[src/rtl/imem_loader_if.sv]
// Host byte stream and instruction-memory write port of the loader.
interface imem_loader_if;
  logic [7:0]  in_data;
  logic        in_valid;
  logic        in_ready;
  logic        imem_we;
  logic [15:0] imem_addr;
  logic [19:0] imem_wdata;

  modport master (
    output in_data, in_valid,
    input  in_ready, imem_we, imem_addr, imem_wdata
  );

  modport slave (
    input  in_data, in_valid,
    output in_ready, imem_we, imem_addr, imem_wdata
  );
endinterface

[src/rtl/imem_loader.sv]
// Loads a length-prefixed stream of 20-bit instruction words into instruction memory,
// holding the CPU in reset until the whole program has been written.
module imem_loader #(
  parameter int unsigned IMEM_DEPTH = 256
) (
  input  logic          clk,
  input  logic          rst_n,
  input  logic          start,
  imem_loader_if.slave  bus,
  output logic          cpu_hold,
  output logic          busy,
  output logic          done,
  output logic          err,
  output logic          fmt_err,
  output logic [15:0]   words_loaded
);

  localparam logic [16:0] DepthW = 17'(IMEM_DEPTH);

  typedef enum logic [3:0] {
    StIdle, StLen0, StLen1, StByte0, StByte1, StByte2, StWrite, StDone, StErr
  } state_e;

  state_e      state_q, state_d;
  logic [7:0]  len_lo_q, b0_q, b1_q;
  logic [15:0] len_q, words_q, addr_q;
  logic [19:0] wdata_q;
  logic        fmt_err_q;

  logic        xfer, start_ok;
  logic [15:0] len_in;

  assign len_in   = {bus.in_data, len_lo_q};
  assign xfer     = bus.in_valid && bus.in_ready;
  assign start_ok = start && (state_q inside {StIdle, StDone, StErr});

  always_comb begin
    state_d = state_q;
    unique case (state_q)
      StIdle, StDone, StErr: if (start) state_d = StLen0;
      StLen0:  if (xfer) state_d = StLen1;
      StLen1: begin
        if (xfer) begin
          if (len_in == 16'd0)                state_d = StDone;
          else if ({1'b0, len_in} > DepthW)   state_d = StErr;
          else                                state_d = StByte0;
        end
      end
      StByte0: if (xfer) state_d = StByte1;
      StByte1: if (xfer) state_d = StByte2;
      StByte2: if (xfer) state_d = StWrite;
      StWrite: state_d = (words_q + 16'd1 == len_q) ? StDone : StByte0;
      default: state_d = StIdle;
    endcase
  end

  always_comb begin
    bus.in_ready = state_q inside {StLen0, StLen1, StByte0, StByte1, StByte2};
    bus.imem_we  = (state_q == StWrite);
    busy         = state_q inside {StLen0, StLen1, StByte0, StByte1, StByte2, StWrite};
    done         = (state_q == StDone);
    err          = (state_q == StErr);
    cpu_hold     = (state_q != StDone);
  end

  assign bus.imem_addr  = addr_q;
  assign bus.imem_wdata = wdata_q;
  assign fmt_err        = fmt_err_q;
  assign words_loaded   = words_q;

  always_ff @(posedge clk) begin
    if (!rst_n) begin
      state_q   <= StIdle;
      len_lo_q  <= '0;
      len_q     <= '0;
      b0_q      <= '0;
      b1_q      <= '0;
      words_q   <= '0;
      addr_q    <= '0;
      wdata_q   <= '0;
      fmt_err_q <= 1'b0;
    end else begin
      state_q <= state_d;
      if (start_ok) begin
        words_q   <= '0;
        fmt_err_q <= 1'b0;
      end
      // Address/data are captured on the last byte so they hold between writes.
      if (xfer) begin
        unique case (state_q)
          StLen0:  len_lo_q <= bus.in_data;
          StLen1:  len_q    <= len_in;
          StByte0: b0_q     <= bus.in_data;
          StByte1: b1_q     <= bus.in_data;
          StByte2: begin
            addr_q  <= words_q;
            wdata_q <= {bus.in_data[3:0], b1_q, b0_q};
            if (bus.in_data[7:4] != 4'd0) fmt_err_q <= 1'b1;
          end
          default: ;
        endcase
      end
      if (state_q == StWrite) words_q <= words_q + 16'd1;
    end
  end

endmodule

[src/flat_wrapper.sv]
// flat-port wrapper written by rule: the top's interface ports become plain ports
module imem_loader_flat 
#(
  parameter int unsigned IMEM_DEPTH = 256
)
  (clk, rst_n, start, cpu_hold, busy, done, err, fmt_err, words_loaded, bus_in_data, bus_in_valid, bus_in_ready, bus_imem_we, bus_imem_addr, bus_imem_wdata);
  imem_loader_if bus_i ();
  input  logic clk;
  input  logic rst_n;
  input  logic start;
  output logic cpu_hold;
  output logic busy;
  output logic done;
  output logic err;
  output logic fmt_err;
  output logic [15:0] words_loaded;
  input wire logic [$bits(bus_i.in_data)-1:0] bus_in_data;
  input wire logic [$bits(bus_i.in_valid)-1:0] bus_in_valid;
  output wire logic [$bits(bus_i.in_ready)-1:0] bus_in_ready;
  output wire logic [$bits(bus_i.imem_we)-1:0] bus_imem_we;
  output wire logic [$bits(bus_i.imem_addr)-1:0] bus_imem_addr;
  output wire logic [$bits(bus_i.imem_wdata)-1:0] bus_imem_wdata;
  assign bus_i.in_data = bus_in_data;
  assign bus_i.in_valid = bus_in_valid;
  assign bus_in_ready = bus_i.in_ready;
  assign bus_imem_we = bus_i.imem_we;
  assign bus_imem_addr = bus_i.imem_addr;
  assign bus_imem_wdata = bus_i.imem_wdata;
  imem_loader #(.IMEM_DEPTH(IMEM_DEPTH)) u_core (.clk(clk), .rst_n(rst_n), .start(start), .bus(bus_i), .cpu_hold(cpu_hold), .busy(busy), .done(done), .err(err), .fmt_err(fmt_err), .words_loaded(words_loaded));
endmodule
[config.mk]
export PLATFORM = sky130hd
export DESIGN_NAME = imem_loader_flat
export DESIGN_NICKNAME = d
export VERILOG_FILES = /design/src/rtl/imem_loader_if.sv /design/src/rtl/imem_loader.sv /design/src/flat_wrapper.sv
export SDC_FILE = /design/constraint.sdc
export NUM_CORES = 1
export LEC_CHECK = 0
export CORE_ASPECT_RATIO = 0.75
export CORE_MARGIN = 2
export CORE_UTILIZATION = 45
export CTS_CLUSTER_DIAMETER = 60
export DETAILED_ROUTE_END_ITERATION = 12
export PLACE_DENSITY = 0.69
export SYNTH_ARGS = -nofsm -noshare
export SYNTH_HDL_FRONTEND = slang
export SYNTH_SLANG_ARGS = --single-unit
[constraint.sdc]
create_clock -name clk -period 5 [get_ports clk]
set_clock_uncertainty 0.2 [all_clocks]
set_input_delay 0.75 -clock clk [delete_from_list [all_inputs] [get_ports clk]]
set_output_delay 0.75 -clock clk [all_outputs]
set_load 0.05 [all_outputs]
Word level (Yosys, flattened, before mapping)

Index checks and enable logic that the tools add are counted.

Flip-flop bits (word level): 97
Bits in latches: 0
Memory bits (writable): 0
Memory bits (read-only): 0
Input bits: 12
Output and inout bits: 59
Memories: 0

Add/subtract/negate cells: 1
Multipliers: 0
Div/mod/pow operators: 0
$lt $le $gt $ge: 1
Eq/ne operators: 16
Shift-type cells: 0
Multiplexer cells: 16
Bitwise operators: 0
Reduce and logical (&&, ||, !) cells: 16

Operators by type and width:

| kind                                                                              | count |
|---|---|
| 16-bit two-way mux                                                                | 2 |
| 4-bit two-way mux                                                                 | 8 |
| 4-bit case mux with 7 select lines                                                | 1 |
| 16-bit by 1-bit adder with 16-bit output (second input constant)                  | 1 |
| 16-bit == test                                                                    | 1 |
| 4-bit by 3-bit == test with 1-bit output (second input constant)                  | 4 |
| 16-bit by 9-bit greater-than comparator with 1-bit output (second input constant) | 1 |
| 16-bit logical NOT                                                                | 1 |
| 2-bit by 1-bit != test with 1-bit output (second input constant)                  | 5 |
| 2-bit AND reduction                                                               | 5 |
| 4-bit by 2-bit == test with 1-bit output (second input constant)                  | 2 |
| 6-bit AND reduction                                                               | 1 |
| 6-bit nonzero test                                                                | 1 |
| 5-bit nonzero test                                                                | 1 |
| 4-bit by 1-bit == test with 1-bit output (second input constant)                  | 1 |
| 4-bit == test (second input constant)                                             | 1 |
| 4-bit logical NOT                                                                 | 1 |
| 1-bit two-way mux                                                                 | 4 |
| 4-bit by 3-bit != test with 1-bit output (second input constant)                  | 1 |
| 4-bit nonzero test                                                                | 1 |
| 3-bit two-way mux                                                                 | 1 |
| 3-bit nonzero test                                                                | 1 |
| 3-bit OR reduction                                                                | 1 |
| 1-bit logical AND                                                                 | 2 |
| 2 further kinds                                                                   | 2 |

Logic depth before layout (Yosys ltp)

Gate-level depths: netlist (run 1).

Word-level depth: 7
Mapped depth: 10
Depth with buffers taken out: 8

Least setup slack after synthesis (run 1)

Ideal clock, no wire load.

Path kind: register to output
From: register u_core.state_q[0]
To: output busy
Data arrival time: 2.359 ns
Setup slack: 1.691 ns
Cell stages (with the launch flop): 5
Path through: dfxtp_1 > clkbuf_1 > nor3_1 > a211oi_1 > or2_2

Word-level cells in the longest chain between the ends: 2
Elaborated cells between the ends (all ways): 7
Classes of those cells: 6 x eq/ne; 1 x reduce/logical

Ends and longest elaborated chain:

| what                                                                   | RTL line           | text |
|---|---|---|
| start, declared                                                        | imem_loader.sv:24  | `state_e state_q, state_d;` |
| start signal, assigned                                                 | imem_loader.sv:73  | `state_q <= StIdle;` |
| start signal, assigned                                                 | imem_loader.sv:83  | `state_q <= state_d;` |
| 4-bit by 1-bit == test with 1-bit output, or another cell as far along | imem_loader.sv:60  | `busy = state_q inside {StLen0, StLen1, StByte0, StByte1, StByte2, StWrite};` |
| 6-bit nonzero test *                                                   | imem_loader.sv:60  |  |
| end, declared                                                          | flat_wrapper.sv:12 | `output logic busy;` |

Mark *: on every way between the ends. The rest lies on a longest branch, timed or not.

Worst setup path after layout (run 1)

From: register u_core.state_q[2]
To: output busy

Same word-level chain as after synthesis.

==> results of run 1 <==
## placed cells by master, fill, tap and decap left out, types with 2 or more instances in the layout
| cell type | synthesis | final |
|---|---|---|
| sky130_fd_sc_hd__or4_1 | 4 | 4 |
| sky130_fd_sc_hd__a31oi_1 | 6 | 6 |
| sky130_fd_sc_hd__nor3_1 | 12 | 12 |
| sky130_fd_sc_hd__a21oi_1 | 8 | 8 |
| sky130_fd_sc_hd__clkdlybuf4s50_1 | 0 | 69 |
| sky130_fd_sc_hd__nand2b_1 | 2 | 2 |
| sky130_fd_sc_hd__o21a_1 | 6 | 6 |
| sky130_fd_sc_hd__a21boi_0 | 67 | 67 |
| sky130_fd_sc_hd__a211oi_1 | 2 | 2 |
| sky130_fd_sc_hd__o21ai_0 | 14 | 14 |
| sky130_fd_sc_hd__nand3_1 | 21 | 21 |
| sky130_fd_sc_hd__dfxtp_1 | 97 | 97 |
| sky130_fd_sc_hd__a2111oi_0 | 2 | 2 |
| sky130_fd_sc_hd__mux2i_1 | 18 | 18 |
| sky130_fd_sc_hd__and3_1 | 3 | 3 |
| sky130_fd_sc_hd__xor2_1 | 10 | 10 |
| sky130_fd_sc_hd__nand3b_1 | 2 | 2 |
| sky130_fd_sc_hd__and2_1 | 5 | 5 |
| sky130_fd_sc_hd__inv_1 | 4 | 4 |
| sky130_fd_sc_hd__nor4_1 | 3 | 3 |
| sky130_fd_sc_hd__nor2b_1 | 25 | 25 |
| sky130_fd_sc_hd__buf_4 | 5 | 5 |
| sky130_fd_sc_hd__nand2_1 | 142 | 142 |
| sky130_fd_sc_hd__xnor2_1 | 12 | 12 |
| sky130_fd_sc_hd__nor2_1 | 16 | 16 |
| sky130_fd_sc_hd__clkinv_2 | 0 | 2 |
| sky130_fd_sc_hd__a21boi_1 | 2 | 2 |
| sky130_fd_sc_hd__o211ai_1 | 2 | 2 |
| sky130_fd_sc_hd__or2_2 | 2 | 2 |
| sky130_fd_sc_hd__clkbuf_16 | 0 | 9 |
## state kept, by name, summed over array words and instances, names as in the netlist, 4 cells and up
| register | cells |
|---|---|
| u_core.state_q | 4 |
| u_core.b1_q | 8 |
| u_core.b0_q | 8 |
| u_core.len_lo_q | 8 |
| u_core.bus.imem_addr | 16 |
| u_core.len_q | 16 |
| u_core.bus.imem_wdata | 20 |
| u_core.words_loaded | 16 |
## stage by stage
| stage | cell area [µm²] | cells | total power [W] | hold WS (ps) | setup WS (ps) |
|---|---|---|---|---|---|
| floorplan | 4560 | 554 | 0.00100 | 238 | 1690 |
| global placement | 5270 | 720 | 0.00107 | 252 | 1490 |
| CTS | 5560 | 735 | 0.00175 | 267 | 985 |
| global route | 5560 | 735 | 0.00181 | 289 | 756 |
| detailed placement | 5270 | 720 | 0.00107 | 258 | 1380 |
| finish | 5560 | 735 | 0.00174 | 264 | 940 |
## power groups by stage
stage	logic (W)	registers (W)	clock network (W)
2_1_floorplan	0.000180	0.000821	0
3_3_place_gp	0.000231	0.000835	0
3_5_place_dp	0.000232	0.000837	0
4_1_cts	0.000234	0.000819	0.000701
5_1_grt	0.000256	0.000824	0.000730
6_report	0.000236	0.000821	0.000686
## cell families (layout without fill, tap and decap cells)
group,count (synthesis),in the layout,share of synthesized area
AOI/OAI and AO/OA,122,122,0.189
xor gates and xnor gates,22,22,0.0422
adders and majority gates,1,1,0.00274
buffers and inverters,46,95,0.0461
DFF,97,97,0.426
muxes,18,18,0.0395
and+or+nand+nor,248,248,0.255
## per-layer routing
| layer | wire (µm) | up-vias | global-route usage |
|---|---|---|---|
| met5 | 0 | - | 0 |
| met4 | 177 | 0 | 0.0698 |
| met3 | 573 | 15 | 0.0471 |
| met2 | 5050 | 115 | 0.325 |
| met1 | 5600 | 1850 | 0.297 |
| li1 | - | 1963 | - |
## layout make-up
cell class                      instances  area [µm²]
Sequential cell                        97        1940
Clock buffer                           10         239
Timing Repair Buffer                   75         733
Tap cell                              132         165
Multi-Input combinational cell        411        2410
Clock inverter                          5        56.3
Fill cell                             924        4210
Inverter                                5        18.8
## worst min-delay path by stage
stage	depth (start not counted)	to	startpoint	slack, ps
after floorplan	2	u_core.len_q[6]$_SDFFE_PN0P_	u_core.len_lo_q[6]$_SDFFE_PN0P_	240
after global placement	2	u_core.bus.imem_addr[9]$_SDFFE_PN0P_	u_core.bus.imem_addr[9]$_SDFFE_PN0P_	250
after detailed placement	2	u_core.bus.imem_wdata[17]$_SDFFE_PN0P_	u_core.bus.imem_wdata[17]$_SDFFE_PN0P_	260
after CTS	2	u_core.bus.imem_wdata[17]$_SDFFE_PN0P_	u_core.bus.imem_wdata[17]$_SDFFE_PN0P_	270
after global routing	2	u_core.bus.imem_wdata[9]$_SDFFE_PN0P_	u_core.b1_q[1]$_SDFFE_PN0P_	290
final	2	u_core.bus.imem_addr[1]$_SDFFE_PN0P_	u_core.bus.imem_addr[1]$_SDFFE_PN0P_	260
## critical path, delay by kind of cell (launching register included)
kind / cells / cell delay (ps)
buffers and inverters: 3 / 1150
flip-flops: 1 / 610
AND/OR/NAND/NOR: 3 / 1000
==> impl_metrics.csv, run 1 <==
group,metric,value,unit
synth,yosys_most_used_dff,"sky130_fd_sc_hd__dfxtp_1",
timing,report.final.slew_viol_count,0,
status,run_status,"finished, final reports clean",
grt,first_pass_grt_wire_length,18400,µm
timing,finalCriticalPeriod,4060,ps
finish,finalCoreUtilization,0.569,
route,remaining_drc_errors,0,
pwr,power.internal,0.00128,W
floorplanning,num_rows,31,
grt,global_route.overflow_total,0,
synth,synth_seq_cells,97,
synth,synth_most_common_cell,"sky130_fd_sc_hd__nand2_1",
setup_path,critPathArrivalTime,3110,ps
clock_network,cts-buffers-inserted,9,
setup_path,start_kind,"flip-flop",
placement,routabilityCongestion,0.889,
pwr,power_switching,0.000467,W
route,antenna_left,0,
floorplanning,die_area,11000,µm²
setup_path,criticalPathCategory,"flip-flop to output port",
pwr,power.static_leakage,1.94,nW
setup_path,cpPeakStageDelay,790,ps
synth,post_synth_instance_area,4560,µm²
synth,synth_top_area_frac,0.426,
route,first_iter_violations,321,
setup_path,timing.critical_path.cells,"nor2b_1 -> nand2_1 -> clkinv_1 -> buf_4 -> or2_2 -> clkdlybuf4s50_1",
synth,post_synth_top_area_cell,"sky130_fd_sc_hd__dfxtp_1",
pwr,seq_power_share,0.471,
route,vias,3943,
finish,synthToLayoutAreaGrowth,22.0,%
pwr,peakVddDrop,313,µV
clock_network,cts_setup_buffers,0,
pwr,switching_share,0.268,
placement,dp_hpwl,7760,µm
grt,global_route.usage.total,0.212,
setup_path,critical_path.reg2reg.startpoint,"u_core.state_q[2]$_SDFFE_PN0P_",
grt,grt_pass1_vias,3637,
setup_path,critical_path_peak_fanout,19,
clock_network,clk_pin_slew,60,ps
route,route.detailed.wl_per_inst,15.5,µm
setup_path,regToRegEndpoint,"u_core.state_q[2]$_SDFFE_PN0P_",
timing,worst_slew_pin_slew,853,ps
setup_path,critPathSlowestCell,"sky130_fd_sc_hd__clkdlybuf4s50_1",
timing,finalSetupViolCount,0,
synth,yosys_warnings,0,
setup_path,setup.worst_path.end_class,"output port",
setup_path,cp-startpoint,"u_core.state_q[2]$_SDFFE_PN0P_",
grt,grt_antenna_before_repair,0,
clock_network,post_cts_resize_count,0,
synth,yosys.cell_types.count,58,
job,max_cap_check_violation_count,0,
clock_network,clock_latency,340,ps
worst_hold_path,hold_class,"flip-flop to flip-flop",
synth,synth_enable_flop_cells,0,
floorplanning,num_io_pins,71,
setup_path,reg2reg_setup_slack,2000,ps
floorplanning,fp.dieW,120,µm
clock_network,tritoncts_num_sinks,97,
synth,avgSynthCellArea,8.23,µm²
route,drt_pass1_iterations,5,
clock_network,cts_htree_levels,3,
timing,max_freq,0.246,GHz
timing,grt_setup_unrepaired,"no",
floorplanning,floorplan.core_area,9770,µm²
placement,buffer_ports.inserted,70,
route,wirelength,11400,µm
timing,hold_viol_final,0,
synth,netlist_top_cells_count,"sky130_fd_sc_hd__nand2_1 (142), sky130_fd_sc_hd__dfxtp_1 (97), sky130_fd_sc_hd__a21boi_0 (67)",
synth,synth_async_sr_flop_share,0,
grt,maximum_number_of_pins_on_one_net_before_global_route_repair,97,
floorplanning,die_height,91.2,µm
synth,synthesis.instances,554,
pwr,power_density,313,nW/µm²
pwr,p_clk_frac,0.394,
finish,design.final.nets,612,
clock_network,clk_root_buffer_cell,"sky130_fd_sc_hd__clkbuf_16",
finish,layout-drive-gt1-share,0.0481,
clock_network,cts.path.max_buffers,2,
clock_network,clock_tree_from_tritoncts,"done",
synth,yosysSeqAreaShare,0.426,
finish,antennaDiodeCount,0,
setup_path,r2r.worst_path.cells,8,
setup_path,crit_end,"busy",
timing,slew_headroom,0.430,
timing,summed_negative_setup_slack_over_all_endpoints,0,ps
route,viasPerCell,5.36,
synth,netlist_top_cells_area,"sky130_fd_sc_hd__dfxtp_1 (43%), sky130_fd_sc_hd__nand2_1 (12%), sky130_fd_sc_hd__a21boi_0 (11%)",
setup_path,crit_required,4050,ps
timing,layout_worst_path_cycle_share,0.812,
floorplanning,initial_utilization,0.467,
clock_network,cts_hold_buf,0,
pwr,comb_power_share,0.136,
synth,synth_fp_nets,567,
No activity file was read; power rests on OpenSTA's default activity.
==> run 2: changes to the inputs <==
--- a/config.mk
+++ b/config.mk
@@ -10,7 +10,7 @@
 export CORE_UTILIZATION = 45
 export CTS_CLUSTER_DIAMETER = 60
 export DETAILED_ROUTE_END_ITERATION = 12
-export PLACE_DENSITY = 0.69
+export PLACE_DENSITY = 0.71
 export SYNTH_ARGS = -nofsm -noshare
 export SYNTH_HDL_FRONTEND = slang
 export SYNTH_SLANG_ARGS = --single-unit
==> constraint.sdc (replaced) <==
create_clock -name clk -period 3.6 [get_ports clk]
set_clock_uncertainty 0.2 [all_clocks]
set_input_delay 0.54 -clock clk [delete_from_list [all_inputs] [get_ports clk]]
set_output_delay 0.54 -clock clk [all_outputs]
set_load 0.05 [all_outputs]
==> impl_metrics.csv, run 2 (same netlist as run 1, synthesis figures left out) <==
group,metric,value,unit
setup_path,critical_path_peak_fanout,16,
timing,hold_viol_final,0,
floorplanning,die_height,91.2,µm
grt,global_route.overflow_total,0,
finish,most_common_cell_after_layout_fill_and_taps_aside,"sky130_fd_sc_hd__nand2_1",
route,remaining_drc_errors,0,
timing,slew_headroom,0.521,
finish,design.final.nets,614,
setup_path,criticalPathCategory,"flip-flop to output port",
floorplanning,fp.dieW,120,µm
timing,finalHoldWorstSlack,264,ps
clock_network,tritoncts_num_sinks,97,
clock_network,cts_hold_buf,0,
floorplanning,die_area,11000,µm²
clock_network,clk_root_buffer_cell,"sky130_fd_sc_hd__clkbuf_16",
route,route.detailed.wl_per_inst,15.4,µm
worst_hold_path,hold_class,"flip-flop to flip-flop",
job,max_cap_check_violation_count,0,
timing,finalCriticalPeriod,3270,ps
grt,grt_pass1_vias,3659,
placement,routabilityCongestion,0.961,
clock_network,cts_htree_levels,3,
route,vias,3913,
finish,multi_input_comb_area,2410,µm²
setup_path,setup.worst_path.end_class,"output port",
placement,buffer_ports.inserted,70,
clock_network,clock_latency,340,ps
finish,layout-drive-gt1-share,0.0512,
route,wirelength,11300,µm
floorplanning,num_io_pins,71,
placement,dp_hpwl,7890,µm
finish,layout_common_cells,"sky130_fd_sc_hd__nand2_1 (142), sky130_fd_sc_hd__dfxtp_1 (97), sky130_fd_sc_hd__clkdlybuf4s50_1 (69)",
timing,report.final.slew_viol_count,0,
setup_path,crit_required,2860,ps
grt,maximum_number_of_pins_on_one_net_before_global_route_repair,68,
route,drt_pass1_iterations,4,
grt,global_route.usage.total,0.212,
finish,largest_reg_flops,20,
timing,grt_setup_unrepaired,"no",
finish,fillers,902,
setup_path,start_kind,"flip-flop",
status,run_status,"finished, final reports clean",
clock_network,post_cts_resize_count,0,
floorplanning,floorplan.core_area,9770,µm²
route,viasPerCell,5.30,
finish,antennaDiodeCount,0,
grt,first_pass_grt_wire_length,18700,µm
timing,layout_worst_path_cycle_share,0.909,
timing,finalSetupViolCount,0,
timing,worst_slew_pin_slew,714,ps
setup_path,critPathArrivalTime,2530,ps
clock_network,cts.path.max_buffers,2,
pwr,power_density,447,nW/µm²
clock_network,cts_setup_buffers,0,
finish,layout.area.seq,1940,µm²
clock_network,clk_pin_slew,60,ps
pwr,peakVddDrop,294,µV
floorplanning,initial_utilization,0.467,
floorplanning,num_rows,31,
finish,synthToLayoutAreaGrowth,23.1,%
timing,max_freq,0.305,GHz
clock_network,clock_tree_from_tritoncts,"done",
grt,grt_antenna_before_repair,0,
timing,summed_negative_setup_slack_over_all_endpoints,0,ps
clock_network,cts-buffers-inserted,9,
pwr,power.static_leakage,1.96,nW
route,first_iter_violations,254,
route,antenna_left,0,
-- run 2: per-layer routing --
| metal | share of wire | track usage | vias to the layer above |
|---|---|---|---|
| li1 | - | - | 1973 |
| met1 | 0.50 | 0.313 | 1801 |
| met2 | 0.43 | 0.305 | 123 |
| met3 | 0.060 | 0.0515 | 16 |
| met4 | 0.013 | 0.0620 | 0 |
| met5 | 0 | 0 | - |
-- run 2: worst paths after layout --
kind / startpoint / endpoint / slack [ps] / cells past startpoint
setup / recovery: u_core.state_q[2]$_SDFFE_PN0P_ / bus_imem_we / 330 / 5
hold / removal: u_core.bus.imem_addr[13]$_SDFFE_PN0P_ / u_core.bus.imem_addr[13]$_SDFFE_PN0P_ / 260 / 2
setup reg to reg: u_core.words_loaded[0]$_SDFFE_PN0P_ / u_core.state_q[2]$_SDFFE_PN0P_ / 810 / 7
hold reg to reg: u_core.bus.imem_addr[13]$_SDFFE_PN0P_ / u_core.bus.imem_addr[13]$_SDFFE_PN0P_ / 260 / 2
-- run 2: layout make-up --
cell class / instances / area share
Timing Repair Buffer: 77 / 0.135
Sequential cell: 97 / 0.346
Inverter: 5 / 0.00334
Clock inverter: 6 / 0.0160
Tap cell: 132 / 0.0294
Multi-Input combinational cell: 411 / 0.429
Clock buffer: 10 / 0.0408
-- run 2: critical path, cell delays in order, from the launching register on --
cell	delay, ps
sky130_fd_sc_hd__dfxtp_1	600
sky130_fd_sc_hd__nor2b_1	350
sky130_fd_sc_hd__nand2_1	120
sky130_fd_sc_hd__clkinv_1	70
sky130_fd_sc_hd__buf_4	210
sky130_fd_sc_hd__clkdlybuf4s50_1	830
-- run 2: power breakdown --
part	switching (W)	total (W)	internal, W
clock	0.000421	0.00103	0.000613
combinational	0.000211	0.000337	0.000126
sequential	0.0000404	0.00114	0.00110
-- run 2: metrics by stage --
stage	utilization	area, µm²	total power (W)	setup slack, ps	cells
detailed placement	0.542	5300	0.00149	724	722
CTS	0.575	5620	0.00252	350	738
floorplan	-	4560	0.00139	501	554
global route	0.575	5620	0.00261	155	738
finish	0.575	5620	0.00251	326	738
global placement	0.542	5300	0.00149	804	722
